===== src/rtl/midi_rx.sv =====
// MIDI IN receiver: 8N1 at 16x oversampling with 3-sample majority vote,
// presenting each byte through a one-entry valid/ready buffer.
module midi_rx #(
  parameter int SAMPLE_DIV = 100
) (
  input  logic       clk,
  input  logic       reset,
  input  logic       rxd,
  input  logic       ready,
  output logic [7:0] data,
  output logic       valid,
  output logic       frame_err,
  output logic       overrun
);
  localparam int CW = (SAMPLE_DIV > 2) ? $clog2(SAMPLE_DIV) : 1;

  typedef enum logic [2:0] {IDLE, START, DATA, STOP, BRK} state_t;

  state_t          state_q, state_d;
  logic [1:0]      sync_q, sync_d;
  logic [CW-1:0]   cnt_q, cnt_d;
  logic [3:0]      phase_q, phase_d;
  logic [3:0]      bit_q, bit_d;
  logic [1:0]      smp_q, smp_d;
  logic [7:0]      shift_q, shift_d;
  logic [7:0]      data_q, data_d;
  logic            valid_q, valid_d;
  logic            ferr_q, ferr_d;
  logic            ovr_q, ovr_d;

  logic            rxs, tick, vote, vote_tick, bit_end, done;
  logic [3:0]      phase_nx;

  always_comb begin
    sync_d    = {sync_q[0], rxd};
    rxs       = sync_q[1];
    state_d   = state_q;
    cnt_d     = cnt_q;
    phase_d   = phase_q;
    bit_d     = bit_q;
    smp_d     = smp_q;
    shift_d   = shift_q;
    data_d    = data_q;
    valid_d   = valid_q;
    ferr_d    = 1'b0;
    ovr_d     = 1'b0;
    done      = 1'b0;
    tick      = (cnt_q == CW'(SAMPLE_DIV - 1));
    // phase_nx is the number of ticks elapsed in the bit once this tick lands,
    // so samples fall at 7/8/9 ticks past the bit start, centred on the bit.
    phase_nx  = phase_q + 4'd1;
    vote      = (smp_q[0] & smp_q[1]) | (smp_q[0] & rxs) | (smp_q[1] & rxs);
    vote_tick = tick && (phase_nx == 4'd9);
    bit_end   = tick && (phase_q == 4'd15);

    if (state_q == IDLE || state_q == BRK) begin
      cnt_d = '0;
    end else begin
      cnt_d = tick ? '0 : cnt_q + CW'(1);
      if (tick) begin
        phase_d = phase_nx;
        if (phase_nx == 4'd7) smp_d[0] = rxs;
        if (phase_nx == 4'd8) smp_d[1] = rxs;
        if (bit_end) bit_d = bit_q + 4'd1;
      end
    end

    case (state_q)
      IDLE: begin
        phase_d = '0;
        bit_d   = '0;
        if (!rxs) state_d = START;
      end
      START: begin
        if (vote_tick && vote) state_d = IDLE;
        else if (bit_end)      state_d = DATA;
      end
      DATA: begin
        if (vote_tick) shift_d = {vote, shift_q[7:1]};
        if (bit_end && bit_q == 4'd8) state_d = STOP;
      end
      STOP: begin
        // Decide at the vote rather than the bit end so an early start edge
        // of the next frame is not missed.
        if (vote_tick) begin
          if (vote) begin
            done    = 1'b1;
            state_d = IDLE;
          end else begin
            ferr_d  = 1'b1;
            state_d = BRK;
          end
        end
      end
      BRK: begin
        if (rxs) state_d = IDLE;
      end
      default: state_d = IDLE;
    endcase

    if (done) begin
      if (!valid_q || ready) begin
        data_d  = shift_q;
        valid_d = 1'b1;
      end else begin
        ovr_d = 1'b1;
      end
    end else if (valid_q && ready) begin
      valid_d = 1'b0;
    end
  end

  always_ff @(posedge clk) begin
    if (reset) begin
      sync_q  <= 2'b11;
      state_q <= IDLE;
      cnt_q   <= '0;
      phase_q <= '0;
      bit_q   <= '0;
      smp_q   <= '0;
      shift_q <= '0;
      data_q  <= '0;
      valid_q <= 1'b0;
      ferr_q  <= 1'b0;
      ovr_q   <= 1'b0;
    end else begin
      sync_q  <= sync_d;
      state_q <= state_d;
      cnt_q   <= cnt_d;
      phase_q <= phase_d;
      bit_q   <= bit_d;
      smp_q   <= smp_d;
      shift_q <= shift_d;
      data_q  <= data_d;
      valid_q <= valid_d;
      ferr_q  <= ferr_d;
      ovr_q   <= ovr_d;
    end
  end

  assign data      = data_q;
  assign valid     = valid_q;
  assign frame_err = ferr_q;
  assign overrun   = ovr_q;
endmodule

===== config.mk =====
export PLATFORM = sky130hd
export DESIGN_NAME = midi_rx
export DESIGN_NICKNAME = d
export VERILOG_FILES = /design/src/rtl/midi_rx.sv
export SDC_FILE = /design/constraint.sdc
export NUM_CORES = 1
export LEC_CHECK = 0
export CAP_MARGIN = 20
export CORE_MARGIN = 4
export CORE_UTILIZATION = 51
export CTS_BUF_LIST = sky130_fd_sc_hd__clkbuf_16
export DETAILED_ROUTE_END_ITERATION = 10
export MAX_ROUTING_LAYER = met4
export PLACE_DENSITY = 0.79
export SYNTH_ARGS = -nofsm -noshare
export SYNTH_HDL_FRONTEND = slang
export SYNTH_SLANG_ARGS = --single-unit

===== constraint.sdc =====
create_clock -name clk -period 1.9 [get_ports clk]
set_clock_uncertainty 0.05 [all_clocks]
set_input_delay 0.38 -clock clk [delete_from_list [all_inputs] [get_ports clk]]
set_output_delay 0.38 -clock clk [all_outputs]
set_load 0.01 [all_outputs]

==> key figures, run 1 <==
Worst hold path
  • Beginning of the worst hold path: sync_q[0]
  • Tightest Hold Check Type: flip-flop to flip-flop

Route
  • Initial DRT Pass Iterations: 4
  • Initial DRC count: 65
  • Per-cell routed wire length: 13.9 um
  • Wirelength, routed: 4300 um
  • Vias per cell: 5.37
  • Vias: 1666
  • Remaining antenna violation count: 0
  • DRC viols: 0

Timing
  • Fmax achieved: 0.514 GHz
  • Final period util: 102%
  • RSZ-0062 raised after global routing: true
  • Worst setup margin: -0.0447 ns
  • Post-layout min period: 1.94 ns
  • Final Max Tran Viols: 0
  • Worst slew margin: 58.6%
  • Worst-margin pin slew: 0.616 ns
  • Final setup fails: 2
  • Final hold vios: 0

Critical path
  • Start of the worst register-to-register path: cnt_q[2]
  • Worst path required time: 2.02 ns
  • CP endpoint: state_q[1]
  • Critical path arrival: 2.07 ns
  • FF-to-FF path depth: 5
  • Worst Setup Start Kind: flip-flop
  • Worst Setup SP: cnt_q[2]
  • Setup crit end kind: flip-flop
  • CP Class: flip-flop to flip-flop
  • R2R Setup Slk: -0.04 ns
  • Worst R2R End: state_q[1]
  • Crit Path Max Fanout: 5

GRT
  • Vias in the first global route: 1663
  • GRT overflow: 0
  • Total GRT Usage: 18.7%
  • First-pass GRT wire length: 7290 um
  • Largest net degree at the start of global routing: 14
  • Global route hottest layer: met2
  • M2 GR Usage: 30.9%
  • Met3 global-route usage: 3.91%
  • Initial antenna violation count: 0
  • GR Util met1: 22.7%

Finish
  • Filler cell count: 280
  • Layout cells sized above 1: 22.5%
  • # diodes: 0
  • Layout Nets: 272
  • Area growth from synthesis to layout: 30.0%

Synthesis
  • Top cells by area, synth: dfxtp_1 43%, nor2_1 5.1%, a21oi_1 4.9%
  • Top-count cell post-synth: dfxtp_1
  • Top_reg_cell synth: dfxtp_1
  • Multiplexer share of the synthesized area: 2.08%
  • Synth Area in Simple Gates: 23.5%
  • Mapped cell area: 1930 um^2
  • Register area share after synthesis: 42.6%
  • Mean post-synth cell area: 8.87 um^2
  • Flop and latch count out of synthesis: 41
  • Netlist cell types: 54
  • Fraction of the mapped netlist area in adder cells: 5.07%
  • Synth area leader: dfxtp_1
  • Synth Warn #: 0
  • Synth top cells by count: 41 x dfxtp_1, 26 x nor2_1, 19 x a21oi_1
  • Synth top area share: 42.6%
  • Cells after synthesis: 217
  • EDFF count, synth: 0
  • Compound-Gate Fraction of Synth Area: 17.1%
  • Async SR Flop Fraction: 0%
  • Largest family of logic cells by synthesized area: simple AND/OR/NAND/NOR gates
  • Synth Area in XOR/XNOR: 5.00%
  • Syn_nets: 228

Place
  • IO Port Bufs: 14
  • GP Congestion: 0.848
  • Pre-CTS WS: -0.0338 ns
  • Final HPWL DP: 2980 um

Outcome
  • Failing checks: setup timing
  • Status: complete, but fails checks

Power and ir drop
  • Leak: 0.878 nW
  • Power Total: 1.95 mW
  • IR drop worst, VDD: 0.708 mV
  • Power density cells: 779 nW/um^2

Die
  • Die H: 69.4 um
  • Core footprint: 3660 um^2
  • IO Pins: 15
  • DIE WIDTH: 69.4 um
  • Row Count: 22
  • Initial core utilization: 52.6%
  • Die area: 4820 um^2

CTS
  • Root Driver: clkbuf_16
  • Clock sink count: 41
  • Cts bufs inserted: 5
  • CTS tree: built
  • CTS Buffer Depth: 2
  • Clock-pin slew on the worst setup and hold paths: 0.06 ns
  • Worst-Skew Late Latency: 0.28 ns
  • H-Tree Depth: 2

Run
  • Maxcap violations: 0
==> worst max-delay path, cell delays in order (launching register included) <==
cell and delay, ns:
dfxtp_2 0.32, or4b_4 0.57, or3_4 0.38, a221oi_2 0.26
o31ai_1 0.12, o32ai_1 0.13
==> metrics by stage <==
| step | hold WS (ns) | cell area [um^2] | TNS (ns) | cells | util [%] |
|---|---|---|---|---|---|
| 6_report | 0.362 | 2500 | -0.0795 | 310 | 68.4 |
| 5_1_grt | 0.389 | 2500 | -0.760 | 310 | 68.4 |
| 4_1_cts | 0.366 | 2470 | -0.0649 | 308 | 67.6 |
| 3_5_place_dp | 0.352 | 2290 | -0.0658 | 299 | 62.4 |
| 3_3_place_gp | 0.342 | 2290 | 0 | 299 | 62.4 |
| 2_1_floorplan | 0.339 | 1940 | 0 | 217 | - |
==> cells in the final DEF, fill, tap and decap left out, types with 2 or more instances in the layout <==
| master | instances |
|---|---|
| or2_2 | 2 |
| nand2_1 | 15 |
| clkbuf_16 | 5 |
| mux2i_1 | 4 |
| buf_4 | 29 |
| a21oi_1 | 18 |
| clkdlybuf4s50_1 | 14 |
| o31ai_1 | 2 |
| dfxtp_2 | 3 |
| nand4_1 | 3 |
| a21oi_2 | 3 |
| o21ai_1 | 4 |
| nor4b_1 | 2 |
| dfxtp_1 | 38 |
| nand3_1 | 13 |
| xnor2_1 | 5 |
| o21ai_0 | 13 |
| ha_1 | 5 |
| or4b_4 | 2 |
| nor3_1 | 4 |
| xor2_1 | 6 |
| nor2_1 | 26 |
| inv_1 | 7 |
| o211ai_1 | 2 |
==> how the worst min path moves through the flow <==
stage	endpoint	cells past startpoint
after detailed placement	sync_q[1]	1
final	sync_q[1]	1
after global routing	sync_q[1]	1
after floorplan	sync_q[1]	1
after CTS	sync_q[1]	1
after global placement	sync_q[1]	1
==> flip-flops by register name, indices dropped and copies added (netlist names) <==
name	flops
shift_q	8
cnt_q	7
data	8
overrun	1
phase_q	4
bit_q	4
frame_err	1
valid	1
smp_q	2
state_q	3
sync_q	2
==> layer usage <==
metal / vias to the layer above / wire, um
met5: - / 0
met4: 0 / 68
met3: 6 / 140
met2: 29 / 2150
met1: 771 / 1940
li1: 860 / -
==> cell families (layout without fill, tap and decap cells) <==
logic type,Yosys count,in the layout
buffers and inverters,15,60
xor gates and xnor gates,11,11
and+or+nand+nor,84,84
AOI/OAI and AO/OA,54,54
muxes,4,4
DFF,41,41
adders and majority gates,8,8
==> layout make-up <==
| cell class | instances | area, um^2 | area share, % |
|---|---|---|---|
| clock buffers | 5 | 125 | 5.00 |
| clock inverters | 3 | 41.3 | 1.65 |
| inverters | 7 | 26.3 | 1.05 |
| multi-input cells | 161 | 1050 | 42.0 |
| flip-flops and latches | 41 | 825 | 33.0 |
| well taps | 48 | 60.1 | 2.40 |
| repair buffers | 45 | 374 | 15.0 |
==> timing repair <==
item	CTS	global route
hold buffers	0	0
setup endpoints to repair	6	23
pin swaps	5	3
buffers inserted	1	1
resized for setup	5	6
==> where the power goes <==
group          internal (mW)  leakage (nW)  switching [mW]
combinational         0.0553         0.468          0.0738
sequential             0.870         0.332          0.0134
clock                  0.614        0.0775           0.322
Power figures use the tool's default switching activity.
==> run 2: changes to the inputs <==
--- a/config.mk
+++ b/config.mk
@@ -9,6 +9,7 @@
 export CORE_MARGIN = 4
 export CORE_UTILIZATION = 51
 export CTS_BUF_LIST = sky130_fd_sc_hd__clkbuf_16
+export CTS_CLUSTER_DIAMETER = 80
 export DETAILED_ROUTE_END_ITERATION = 10
 export MAX_ROUTING_LAYER = met4
 export PLACE_DENSITY = 0.79
==> results of run 2 <==
Same layout as run 1: the final DEF is identical, and so are final timing and power.
